[src/rtl/muldiv_issue_ctrl_pkg.sv]
`default_nettype none
// ============================================================================
// Module      : muldiv_issue_ctrl_pkg
// Description : Shared state encodings, bus widths and latency defaults for
//               the EX-stage multiply/divide issue controller.
// Revision    : 1.0 - initial release
// ============================================================================
package muldiv_issue_ctrl_pkg;

    localparam int DOUBLE_REG_BUS_W = 64;
    localparam int REG_BUS_W        = 32;
    localparam int LAT_CNT_W        = 6;
    localparam int MUL_MAX_LAT_DEF  = 4;
    localparam int DIV_MAX_LAT_DEF  = 40;

    typedef logic [DOUBLE_REG_BUS_W-1:0] double_reg_bus_t;
    typedef logic [REG_BUS_W-1:0]        reg_bus_t;

    typedef enum logic [1:0] {
        MDC_IDLE     = 2'd0,
        MDC_BUSY_MUL = 2'd1,
        MDC_BUSY_DIV = 2'd2,
        MDC_DONE     = 2'd3
    } mdc_state_e;

endpackage
`default_nettype wire

[src/rtl/muldiv_issue_ctrl_if.sv]
`default_nettype none
// ============================================================================
// Module      : muldiv_issue_ctrl_if
// Description : EX-lane request, unit handshake and result bus of the
//               multiply/divide issue controller.
// Revision    : 1.0 - initial release
// ============================================================================
interface muldiv_issue_ctrl_if;
    import muldiv_issue_ctrl_pkg::*;

    logic            flush_i;
    logic            ex_stall_i;
    logic            req_valid_i;
    logic            req_is_div_i;
    logic            req_signed_i;
    reg_bus_t        opa_i;
    reg_bus_t        opb_i;
    logic            mult_ready_i;
    double_reg_bus_t mult_result_i;
    logic            div_ready_i;
    double_reg_bus_t div_result_i;
    logic            mult_start_o;
    logic            div_start_o;
    logic            unit_cancel_o;
    logic            signed_o;
    reg_bus_t        opdata1_o;
    reg_bus_t        opdata2_o;
    double_reg_bus_t result_o;
    logic            result_valid_o;
    logic            stallreq_o;
    logic            err_o;

    // Controller side
    modport slave (
        input  flush_i, ex_stall_i, req_valid_i, req_is_div_i, req_signed_i,
        input  opa_i, opb_i, mult_ready_i, mult_result_i, div_ready_i, div_result_i,
        output mult_start_o, div_start_o, unit_cancel_o, signed_o,
        output opdata1_o, opdata2_o, result_o, result_valid_o, stallreq_o, err_o
    );

    // Pipeline / execution-unit side
    modport master (
        output flush_i, ex_stall_i, req_valid_i, req_is_div_i, req_signed_i,
        output opa_i, opb_i, mult_ready_i, mult_result_i, div_ready_i, div_result_i,
        input  mult_start_o, div_start_o, unit_cancel_o, signed_o,
        input  opdata1_o, opdata2_o, result_o, result_valid_o, stallreq_o, err_o
    );

endinterface
`default_nettype wire

[src/rtl/muldiv_lat_watchdog.sv]
`default_nettype none
// ============================================================================
// Module      : muldiv_lat_watchdog
// Description : Saturating latency counter with a sticky overrun flag.
// Revision    : 1.0 - initial release
// ============================================================================
module muldiv_lat_watchdog
    import muldiv_issue_ctrl_pkg::*;
(
    input  wire logic                 clk,
    input  wire logic                 rst,
    input  wire logic                 i_start,
    input  wire logic                 i_run,
    input  wire logic [LAT_CNT_W-1:0] i_max_lat,
    output logic                      o_err
);

    logic [LAT_CNT_W-1:0] lat_cnt_q, lat_cnt_d;
    logic                 err_q, err_d;

    // Count equals cycles elapsed since the start pulse; a unit still busy
    // at MAX_LAT cycles overruns its budget on the following cycle.
    always_comb begin
        lat_cnt_d = lat_cnt_q;
        err_d     = err_q;
        if (i_start) begin
            lat_cnt_d = LAT_CNT_W'(1);
        end else if (i_run) begin
            lat_cnt_d = (&lat_cnt_q) ? lat_cnt_q : lat_cnt_q + LAT_CNT_W'(1);
            if (lat_cnt_q >= i_max_lat) begin
                err_d = 1'b1;
            end
        end
    end

    always_ff @(posedge clk) begin
        if (rst) begin
            lat_cnt_q <= '0;
            err_q     <= 1'b0;
        end else begin
            lat_cnt_q <= lat_cnt_d;
            err_q     <= err_d;
        end
    end

    assign o_err = err_q;

endmodule
`default_nettype wire

[src/rtl/muldiv_issue_ctrl.sv]
`default_nettype none
// ============================================================================
// Module      : muldiv_issue_ctrl
// Description : Issues one mul/div from the EX lane to the shared units,
//               stalls while busy and holds the {hi,lo} result until EX moves.
// Revision    : 1.0 - initial release
// ============================================================================
module muldiv_issue_ctrl
    import muldiv_issue_ctrl_pkg::*;
#(
    parameter int MUL_MAX_LAT = MUL_MAX_LAT_DEF,
    parameter int DIV_MAX_LAT = DIV_MAX_LAT_DEF
) (
    input  wire logic          clk,
    input  wire logic          rst,
    muldiv_issue_ctrl_if.slave bus
);

    localparam logic [LAT_CNT_W-1:0] C_MUL_LIM = LAT_CNT_W'(MUL_MAX_LAT);
    localparam logic [LAT_CNT_W-1:0] C_DIV_LIM = LAT_CNT_W'(DIV_MAX_LAT);

    mdc_state_e      state_q, state_d;
    logic            signed_q, signed_d;
    reg_bus_t        opa_q, opa_d;
    reg_bus_t        opb_q, opb_d;
    double_reg_bus_t result_q, result_d;

    logic w_accept;
    logic w_div0;
    logic w_start;
    logic w_busy;
    logic w_ready_match;
    logic w_run;

    assign w_accept      = (state_q == MDC_IDLE) && bus.req_valid_i && !bus.flush_i;
    assign w_div0        = bus.req_is_div_i && (bus.opb_i == '0);
    assign w_start       = w_accept && !w_div0;
    assign w_busy        = (state_q == MDC_BUSY_MUL) || (state_q == MDC_BUSY_DIV);
    assign w_ready_match = ((state_q == MDC_BUSY_MUL) && bus.mult_ready_i) ||
                           ((state_q == MDC_BUSY_DIV) && bus.div_ready_i);
    assign w_run         = w_busy && !bus.flush_i && !w_ready_match;

    // Flush is tested first in every busy/done state so it beats a
    // same-cycle ready and any request seen while returning to IDLE.
    always_comb begin
        state_d  = state_q;
        signed_d = signed_q;
        opa_d    = opa_q;
        opb_d    = opb_q;
        result_d = result_q;
        case (state_q)
            MDC_IDLE: begin
                if (w_accept) begin
                    signed_d = bus.req_signed_i;
                    opa_d    = bus.opa_i;
                    opb_d    = bus.opb_i;
                    if (w_div0) begin
                        result_d = '0;
                        state_d  = MDC_DONE;
                    end else begin
                        state_d = bus.req_is_div_i ? MDC_BUSY_DIV : MDC_BUSY_MUL;
                    end
                end
            end
            MDC_BUSY_MUL: begin
                if (bus.flush_i) begin
                    state_d = MDC_IDLE;
                end else if (bus.mult_ready_i) begin
                    result_d = bus.mult_result_i;
                    state_d  = MDC_DONE;
                end
            end
            MDC_BUSY_DIV: begin
                if (bus.flush_i) begin
                    state_d = MDC_IDLE;
                end else if (bus.div_ready_i) begin
                    result_d = bus.div_result_i;
                    state_d  = MDC_DONE;
                end
            end
            MDC_DONE: begin
                if (bus.flush_i || !bus.ex_stall_i) begin
                    state_d = MDC_IDLE;
                end
            end
            default: state_d = MDC_IDLE;
        endcase
    end

    always_ff @(posedge clk) begin
        if (rst) begin
            state_q  <= MDC_IDLE;
            signed_q <= 1'b0;
            opa_q    <= '0;
            opb_q    <= '0;
            result_q <= '0;
        end else begin
            state_q  <= state_d;
            signed_q <= signed_d;
            opa_q    <= opa_d;
            opb_q    <= opb_d;
            result_q <= result_d;
        end
    end

    muldiv_lat_watchdog u_watchdog (
        .clk       (clk),
        .rst       (rst),
        .i_start   (w_start),
        .i_run     (w_run),
        .i_max_lat ((state_q == MDC_BUSY_DIV) ? C_DIV_LIM : C_MUL_LIM),
        .o_err     (bus.err_o)
    );

    // Start fires in the issue cycle, so operands bypass the latch there.
    assign bus.mult_start_o   = w_start && !bus.req_is_div_i;
    assign bus.div_start_o    = w_start && bus.req_is_div_i;
    assign bus.unit_cancel_o  = w_busy && bus.flush_i;
    assign bus.signed_o       = w_accept ? bus.req_signed_i : signed_q;
    assign bus.opdata1_o      = w_accept ? bus.opa_i : opa_q;
    assign bus.opdata2_o      = w_accept ? bus.opb_i : opb_q;
    assign bus.result_o       = result_q;
    assign bus.result_valid_o = (state_q == MDC_DONE);
    assign bus.stallreq_o     = w_accept || (w_busy && !bus.flush_i);

endmodule
`default_nettype wire

[src/flat_wrapper.sv]
// flat-port wrapper written by rule: the top's interface ports become plain ports
module muldiv_issue_ctrl_flat import muldiv_issue_ctrl_pkg::*;
#(
    parameter int MUL_MAX_LAT = MUL_MAX_LAT_DEF,
    parameter int DIV_MAX_LAT = DIV_MAX_LAT_DEF
)
  (clk, rst, bus_flush_i, bus_ex_stall_i, bus_req_valid_i, bus_req_is_div_i, bus_req_signed_i, bus_opa_i, bus_opb_i, bus_mult_ready_i, bus_mult_result_i, bus_div_ready_i, bus_div_result_i, bus_mult_start_o, bus_div_start_o, bus_unit_cancel_o, bus_signed_o, bus_opdata1_o, bus_opdata2_o, bus_result_o, bus_result_valid_o, bus_stallreq_o, bus_err_o);
  muldiv_issue_ctrl_if bus_i ();
  input  wire logic clk;
  input  wire logic rst;
  input wire logic [$bits(bus_i.flush_i)-1:0] bus_flush_i;
  input wire logic [$bits(bus_i.ex_stall_i)-1:0] bus_ex_stall_i;
  input wire logic [$bits(bus_i.req_valid_i)-1:0] bus_req_valid_i;
  input wire logic [$bits(bus_i.req_is_div_i)-1:0] bus_req_is_div_i;
  input wire logic [$bits(bus_i.req_signed_i)-1:0] bus_req_signed_i;
  input wire logic [$bits(bus_i.opa_i)-1:0] bus_opa_i;
  input wire logic [$bits(bus_i.opb_i)-1:0] bus_opb_i;
  input wire logic [$bits(bus_i.mult_ready_i)-1:0] bus_mult_ready_i;
  input wire logic [$bits(bus_i.mult_result_i)-1:0] bus_mult_result_i;
  input wire logic [$bits(bus_i.div_ready_i)-1:0] bus_div_ready_i;
  input wire logic [$bits(bus_i.div_result_i)-1:0] bus_div_result_i;
  output wire logic [$bits(bus_i.mult_start_o)-1:0] bus_mult_start_o;
  output wire logic [$bits(bus_i.div_start_o)-1:0] bus_div_start_o;
  output wire logic [$bits(bus_i.unit_cancel_o)-1:0] bus_unit_cancel_o;
  output wire logic [$bits(bus_i.signed_o)-1:0] bus_signed_o;
  output wire logic [$bits(bus_i.opdata1_o)-1:0] bus_opdata1_o;
  output wire logic [$bits(bus_i.opdata2_o)-1:0] bus_opdata2_o;
  output wire logic [$bits(bus_i.result_o)-1:0] bus_result_o;
  output wire logic [$bits(bus_i.result_valid_o)-1:0] bus_result_valid_o;
  output wire logic [$bits(bus_i.stallreq_o)-1:0] bus_stallreq_o;
  output wire logic [$bits(bus_i.err_o)-1:0] bus_err_o;
  assign bus_i.flush_i = bus_flush_i;
  assign bus_i.ex_stall_i = bus_ex_stall_i;
  assign bus_i.req_valid_i = bus_req_valid_i;
  assign bus_i.req_is_div_i = bus_req_is_div_i;
  assign bus_i.req_signed_i = bus_req_signed_i;
  assign bus_i.opa_i = bus_opa_i;
  assign bus_i.opb_i = bus_opb_i;
  assign bus_i.mult_ready_i = bus_mult_ready_i;
  assign bus_i.mult_result_i = bus_mult_result_i;
  assign bus_i.div_ready_i = bus_div_ready_i;
  assign bus_i.div_result_i = bus_div_result_i;
  assign bus_mult_start_o = bus_i.mult_start_o;
  assign bus_div_start_o = bus_i.div_start_o;
  assign bus_unit_cancel_o = bus_i.unit_cancel_o;
  assign bus_signed_o = bus_i.signed_o;
  assign bus_opdata1_o = bus_i.opdata1_o;
  assign bus_opdata2_o = bus_i.opdata2_o;
  assign bus_result_o = bus_i.result_o;
  assign bus_result_valid_o = bus_i.result_valid_o;
  assign bus_stallreq_o = bus_i.stallreq_o;
  assign bus_err_o = bus_i.err_o;
  muldiv_issue_ctrl #(.MUL_MAX_LAT(MUL_MAX_LAT), .DIV_MAX_LAT(DIV_MAX_LAT)) u_core (.clk(clk), .rst(rst), .bus(bus_i));
endmodule
[config.mk]
export PLATFORM = sky130hd
export DESIGN_NAME = muldiv_issue_ctrl_flat
export DESIGN_NICKNAME = d
export VERILOG_FILES = /design/src/rtl/muldiv_issue_ctrl_pkg.sv /design/src/rtl/muldiv_issue_ctrl_if.sv /design/src/rtl/muldiv_lat_watchdog.sv /design/src/rtl/muldiv_issue_ctrl.sv /design/src/flat_wrapper.sv
export SDC_FILE = /design/constraint.sdc
export NUM_CORES = 1
export LEC_CHECK = 0
export CAP_MARGIN = 20
export CORE_AREA = 2 2 130 132
export CTS_CLUSTER_SIZE = 10
export DETAILED_ROUTE_END_ITERATION = 10
export DIE_AREA = 0 0 132 134
export GPL_TIMING_DRIVEN = 0
export PLACE_DENSITY = 0.82
export SETUP_SLACK_MARGIN = 0.02
export SYNTH_ARGS = -nofsm -noshare
export SYNTH_HDL_FRONTEND = slang
export SYNTH_SLANG_ARGS = --single-unit
[constraint.sdc]
create_clock -name clk -period 3.8 [get_ports clk]
set_input_delay 0.76 -clock clk [delete_from_list [all_inputs] [get_ports clk]]
set_output_delay 0.76 -clock clk [all_outputs]
set_load 0.02 [all_outputs]
# Word-level counts from Yosys, hierarchy flattened
# Cells that the tools add are included.
[op_classes] bitwise_logic=2 n_reduce_logical=31 muxes=23 shifts=0 mul=0 div_mod_pow=0 add_sub_neg=1 eq_ne=13 magnitude_cmp=1
[op_table] cell="$mux 64" count=6
[op_table] cell="$pmux 64 s3" count=1
[op_table] cell="$mux 32" count=2
[op_table] cell="$logic_not 32->1" count=1
[op_table] cell="$mux 2" count=8
[op_table] cell="$logic_and 1x1->1" count=11
[op_table] cell="$ne 2x1->1 const B" count=4
[op_table] cell="$ne 2x2->1 const B" count=4
[op_table] cell="$pmux 2 s4" count=1
[op_table] cell="$reduce_and 7->1" count=1
[op_table] cell="$add 6x1->6 const B" count=1
[op_table] cell="$ge 6x6->1" count=1
[op_table] cell="$mux 6" count=1
[op_table] cell="$ne 3x3->1 const B" count=2
[op_table] cell="$reduce_and 6->1" count=1
[op_table] cell="$logic_not 1->1" count=5
[op_table] cell="$eq 2x2->1 const B" count=2
[op_table] cell="$logic_or 1x1->1" count=4
[op_table] cell="$mux 1" count=4
[op_table] cell="$reduce_and 2->1" count=2
[op_table] cell="$reduce_and 4->1" count=1
[op_table] cell="$reduce_and 3->1" count=1
[op_table] cell="$reduce_bool 3->1" count=1
[op_table] cell="$eq 2x1->1 const B" count=1
[op_table] cell="other kinds (4)" count=5
[totals] output_inout_bits=135 ramBits=0 elab_cells=79 regBits=138 latch_bits=0 memories=0 rom_bits=0 input_bits=201

# Longest topological paths before layout
[depth] word_depth=7 ltp_mapped=9 mapped_depth_nobuf=7

# Hierarchy
# From an unflattened synthesis, not the netlist that was laid out.
[hier_totals] cells_unflattened=611 area_unflattened_um2=6249.7
[modules_own_cells] module="muldiv_issue_ctrl" n_inst=1 cells_per_inst=557 area_per_inst_um2=5779.3 seq_area_each_um2=2622.5
[modules_own_cells] module="muldiv_lat_watchdog" n_inst=1 cells_per_inst=54 area_per_inst_um2=470.5 seq_area_each_um2=140.1

# Worst setup path after synthesis
# OpenSTA, ideal clock, no wires.
[synth_path] kind="in2out" start="in bus_flush_i" end="out bus_opdata1_o[0]" t_arrival_ns=1.778 n_path_buf=3 required_ns=3.040 path_stages=6 path_slack_ns=1.262 path_cell_list="and3b_1 buf_2 buf_2 buf_1 nand2_1 nand2_1"
[synth_via] elab_chain_cells=3
[synth_rtl] element="from (decl)" line="flat_wrapper.sv:11" rtl="input wire logic [$bits(bus_i.flush_i)-1:0] bus_flush_i;"
[synth_rtl] element="$logic_not 1->1" line="muldiv_issue_ctrl.sv:35" rtl="assign w_accept = (state_q == MDC_IDLE) && bus.req_valid_i && !bus.flush_i;"
[synth_rtl] element="$logic_and 1x1->1" line="muldiv_issue_ctrl.sv:35"
[synth_rtl] element="$mux 32"
[synth_rtl] element="to (decl)" line="flat_wrapper.sv:26" rtl="output wire logic [$bits(bus_i.opdata1_o)-1:0] bus_opdata1_o;"
# Every way passes these cells.

# Worst setup path after layout
[layout_path] start="in bus_req_valid_i" end="out bus_opdata2_o[27]"
[layout_via] elab_chain_cells=3
[layout_rtl] element="from (decl)" line="flat_wrapper.sv:13" rtl="input wire logic [$bits(bus_i.req_valid_i)-1:0] bus_req_valid_i;"
[layout_rtl] element="$logic_and 1x1->1 (2 in a row)" line="muldiv_issue_ctrl.sv:35"
[layout_rtl] element="$mux 32" line="muldiv_issue_ctrl.sv:121" rtl="assign bus.opdata2_o = w_accept ? bus.opb_i : opb_q;"
[layout_rtl] element="to (decl)" line="flat_wrapper.sv:27" rtl="output wire logic [$bits(bus_i.opdata2_o)-1:0] bus_opdata2_o;"
# Every way passes these cells.

==> metrics.cfg <==
[run_status]
status=completed

[power_and_ir_drop]
p_leak_uw=0.00419
total_power_uw=7020
p_per_area_mw_per_mm2=645
ir_drop_mv=0.313

[drt]
drt_wl_total_mm=24.0
route.detailed.drc=0
avgRoutedWirePerCell_um=17.1
ant_nets=0
first_iter_violations=362
viasPerCell=5.23
vias=7336
drt_first_pass_iters=7

[synth]
ys_ff_latch=138
synth.distinct_cells=47
ys_seq_area_share_pct=41.7
synth_area_mm2=0.00662
synth_warnings=0
syn_area_per_cell_um2=8.13
syn_nets=1026
syn_inst=815

[global_routing]
grt_usage_pct=26.2
grt_max_degree=17
antenna_found_initial=1
grt_pass1_wl_mm=36.7
grt_pass1_vias=7152
grt-ovfl-total=0

[floorplanning]
die_x_um=132
start_util_pct=40.7
core_area_mm2=0.0163
rows=47
dieArea_mm2=0.0177
io_pins=336
die_h_um=134

[setup_path]
arrival_ns=2.91
reg2reg_from=u_core.state_q[0]$_SDFFE_PP0P_
worst-path-max-fanout=10
cp_cell_sequence=clkdlybuf4s50_1, and3b_1, buf_2, buf_2, clkbuf_4, nand2_1, nand2_1, clkdlybuf4s50_1
r2r_setup_slack_ns=1.42
cp_slowest_cell=clkdlybuf4s50_1
critPathRequiredTime_ns=3.04
rr_worst_depth=7
start_kind=input port
worstSetupPathType=in2out
endpoint_kind=primary output
cpPeakStageDelay_ns=0.63
r2r_end=u_core.bus.result_o[55]$_SDFFE_PP0P_

[timing]
period_share_pct=96.7
slew_viol_final=0
finalSetupViolCount=0
fin_setup_tns_ns=0
hold_viol_final=0
max_freq_mhz=272
skew_ns=0.00632
max_slew_margin_pct=34.1
hold_slack_ns=0.465
rsz0062_at_grt=false
worst_pin_slew_ns=0.983
period_needed_ns=3.67

[final_layout]
area_growth_pct=64.1
drive_above_1_share_pct=6.77
final_nets=1379
mostFrequentLayoutCell=clkdlybuf4s50_1
n_fill_cell=1378
mostFrequentLayoutCells=332 x clkdlybuf4s50_1, 200 x nand2_1, 138 x dfxtp_1, 68 x o21ai_0, 66 x a21oi_1

[cts]
clock_path_buffers=2
hold_buffers=0
clock-sinks=138
htree_levels=4
clkTransAtPathRegs_ns=0.06
cts_tree=built
clk_latency_ns=0.42
cts_root_buf=clkbuf_16
numCtsBuffers=17

[min_path]
min_to=u_core.u_watchdog.o_err$_SDFFE_PP0P_
hold_path_class=reg2reg
hold_path_startpoint=u_core.u_watchdog.o_err$_SDFFE_PP0P_
hold_depth=2

[placed_design]
gp_congestion=0.854
place_hpwl_mm=18.0
io_buffers=334

[flow_run]
maxCapViolations=0

-- power breakdown --
| part | internal (µW) | switching (µW) |
|---|---|---|
| combinational | 1520 | 2140 |
| clock | 1050 | 647 |
| sequential | 1600 | 60.8 |
| total | 4170 | 2850 |
-- worst max-delay path, delay by kind of cell --
family / cells / cell delay (ns)
buffers and inverters: 5 / 1.79
AND/OR/NAND/NOR: 3 / 0.36
-- area by class of cell --
cell class	instances	area [µm²]	share of cell area (%)
repair buffers	334	3340	30.8
well taps	220	275	2.53
clock buffers	18	439	4.04
diodes	1	2.50	0.0230
plain buffers	76	492	4.52
multi-input cells	592	3350	30.8
inverters	9	33.8	0.311
clock inverters	14	171	1.58
flip-flops and latches	138	2760	25.4
-- sequential cells by signal, indices dropped and copies added, names as in the netlist --
name,cells
u_core.bus.result_o,64
u_core.opa_q,32
u_core.opb_q,32
u_core.signed_q,1
u_core.state_q,2
u_core.u_watchdog.lat_cnt_q,6
u_core.u_watchdog.o_err,1
-- routing by layer --
| layer | wire [µm] | vias to the layer above | track usage [%] |
|---|---|---|---|
| li1 | - | 3565 | - |
| met1 | 9000 | 3383 | 27.3 |
| met2 | 11800 | 332 | 47.3 |
| met3 | 2360 | 56 | 9.41 |
| met4 | 815 | 0 | 12.0 |
| met5 | 0 | - | 0 |
-- cells by family after synthesis --
logic type	after synthesis	synth area share, %
XOR/XNOR	5	0.661
AND/OR/NAND/NOR	366	27.5
flip-flops	138	41.7
AO/OA/AOI/OAI	210	20.3
buffers and inverters	85	7.71
adder cells (fa/ha/maj)	10	1.89
multiplexers	1	0.151
-- synth_stat cells (all sizes together) --
cell type	number	area [µm²]
nor2b	65	407
clkinv	1	3.75
clkbuf	52	256
nor4	9	96.3
and2	1	6.26
or2	1	6.26
o31a	1	10.0
or3	1	6.26
o22ai	1	6.26
and3b	1	8.76
mux2i	1	10.0
a22o	64	562
nor4b	1	8.76
xnor2	5	43.8
o31ai	3	36.3
a211oi	1	7.51
nor3b	1	7.51
nand2	201	762
inv	8	30.0
o21a	1	7.51
nand4	66	419
a21oi	66	330
a211o	2	17.5
o32ai	1	8.76
a221o	1	10.0
dfxtp	138	2760
nor3	2	15.0
buf	24	220
nor2	10	37.5
nand3b	2	15.0
ha	10	125
o21ai	68	340
nand2b	3	18.8
nand3	2	10.0
o221a	1	11.3
-- worst max path at each step --
stage	endpoint	cells past startpoint	from
2_1_floorplan	bus_opdata1_o[0]	6	bus_flush_i
3_3_place_gp	bus_signed_o	7	bus_flush_i
3_5_place_dp	bus_opdata2_o[29]	7	bus_flush_i
4_1_cts	bus_opdata2_o[27]	8	bus_req_valid_i
5_1_grt	bus_opdata1_o[1]	8	bus_req_valid_i
6_report	bus_opdata2_o[27]	8	bus_req_valid_i
-- metrics by stage --
step,util [%],setup WS (ns),instances,area (µm²)
finish,66.7,0.126,1402,10900
global route,66.7,0.0182,1402,10900
CTS,66.7,0.0879,1401,10900
detailed placement,62.9,-0.285,1369,10200
global placement,62.9,-0.301,1369,10200
floorplan,-,1.26,815,6620
-- repair_timing --
item,4_1_cts,5_1_grt
resized for setup,9,3
setup endpoints to repair,42,14
setup buffers,0,0
Power figures use the tool's default switching activity.
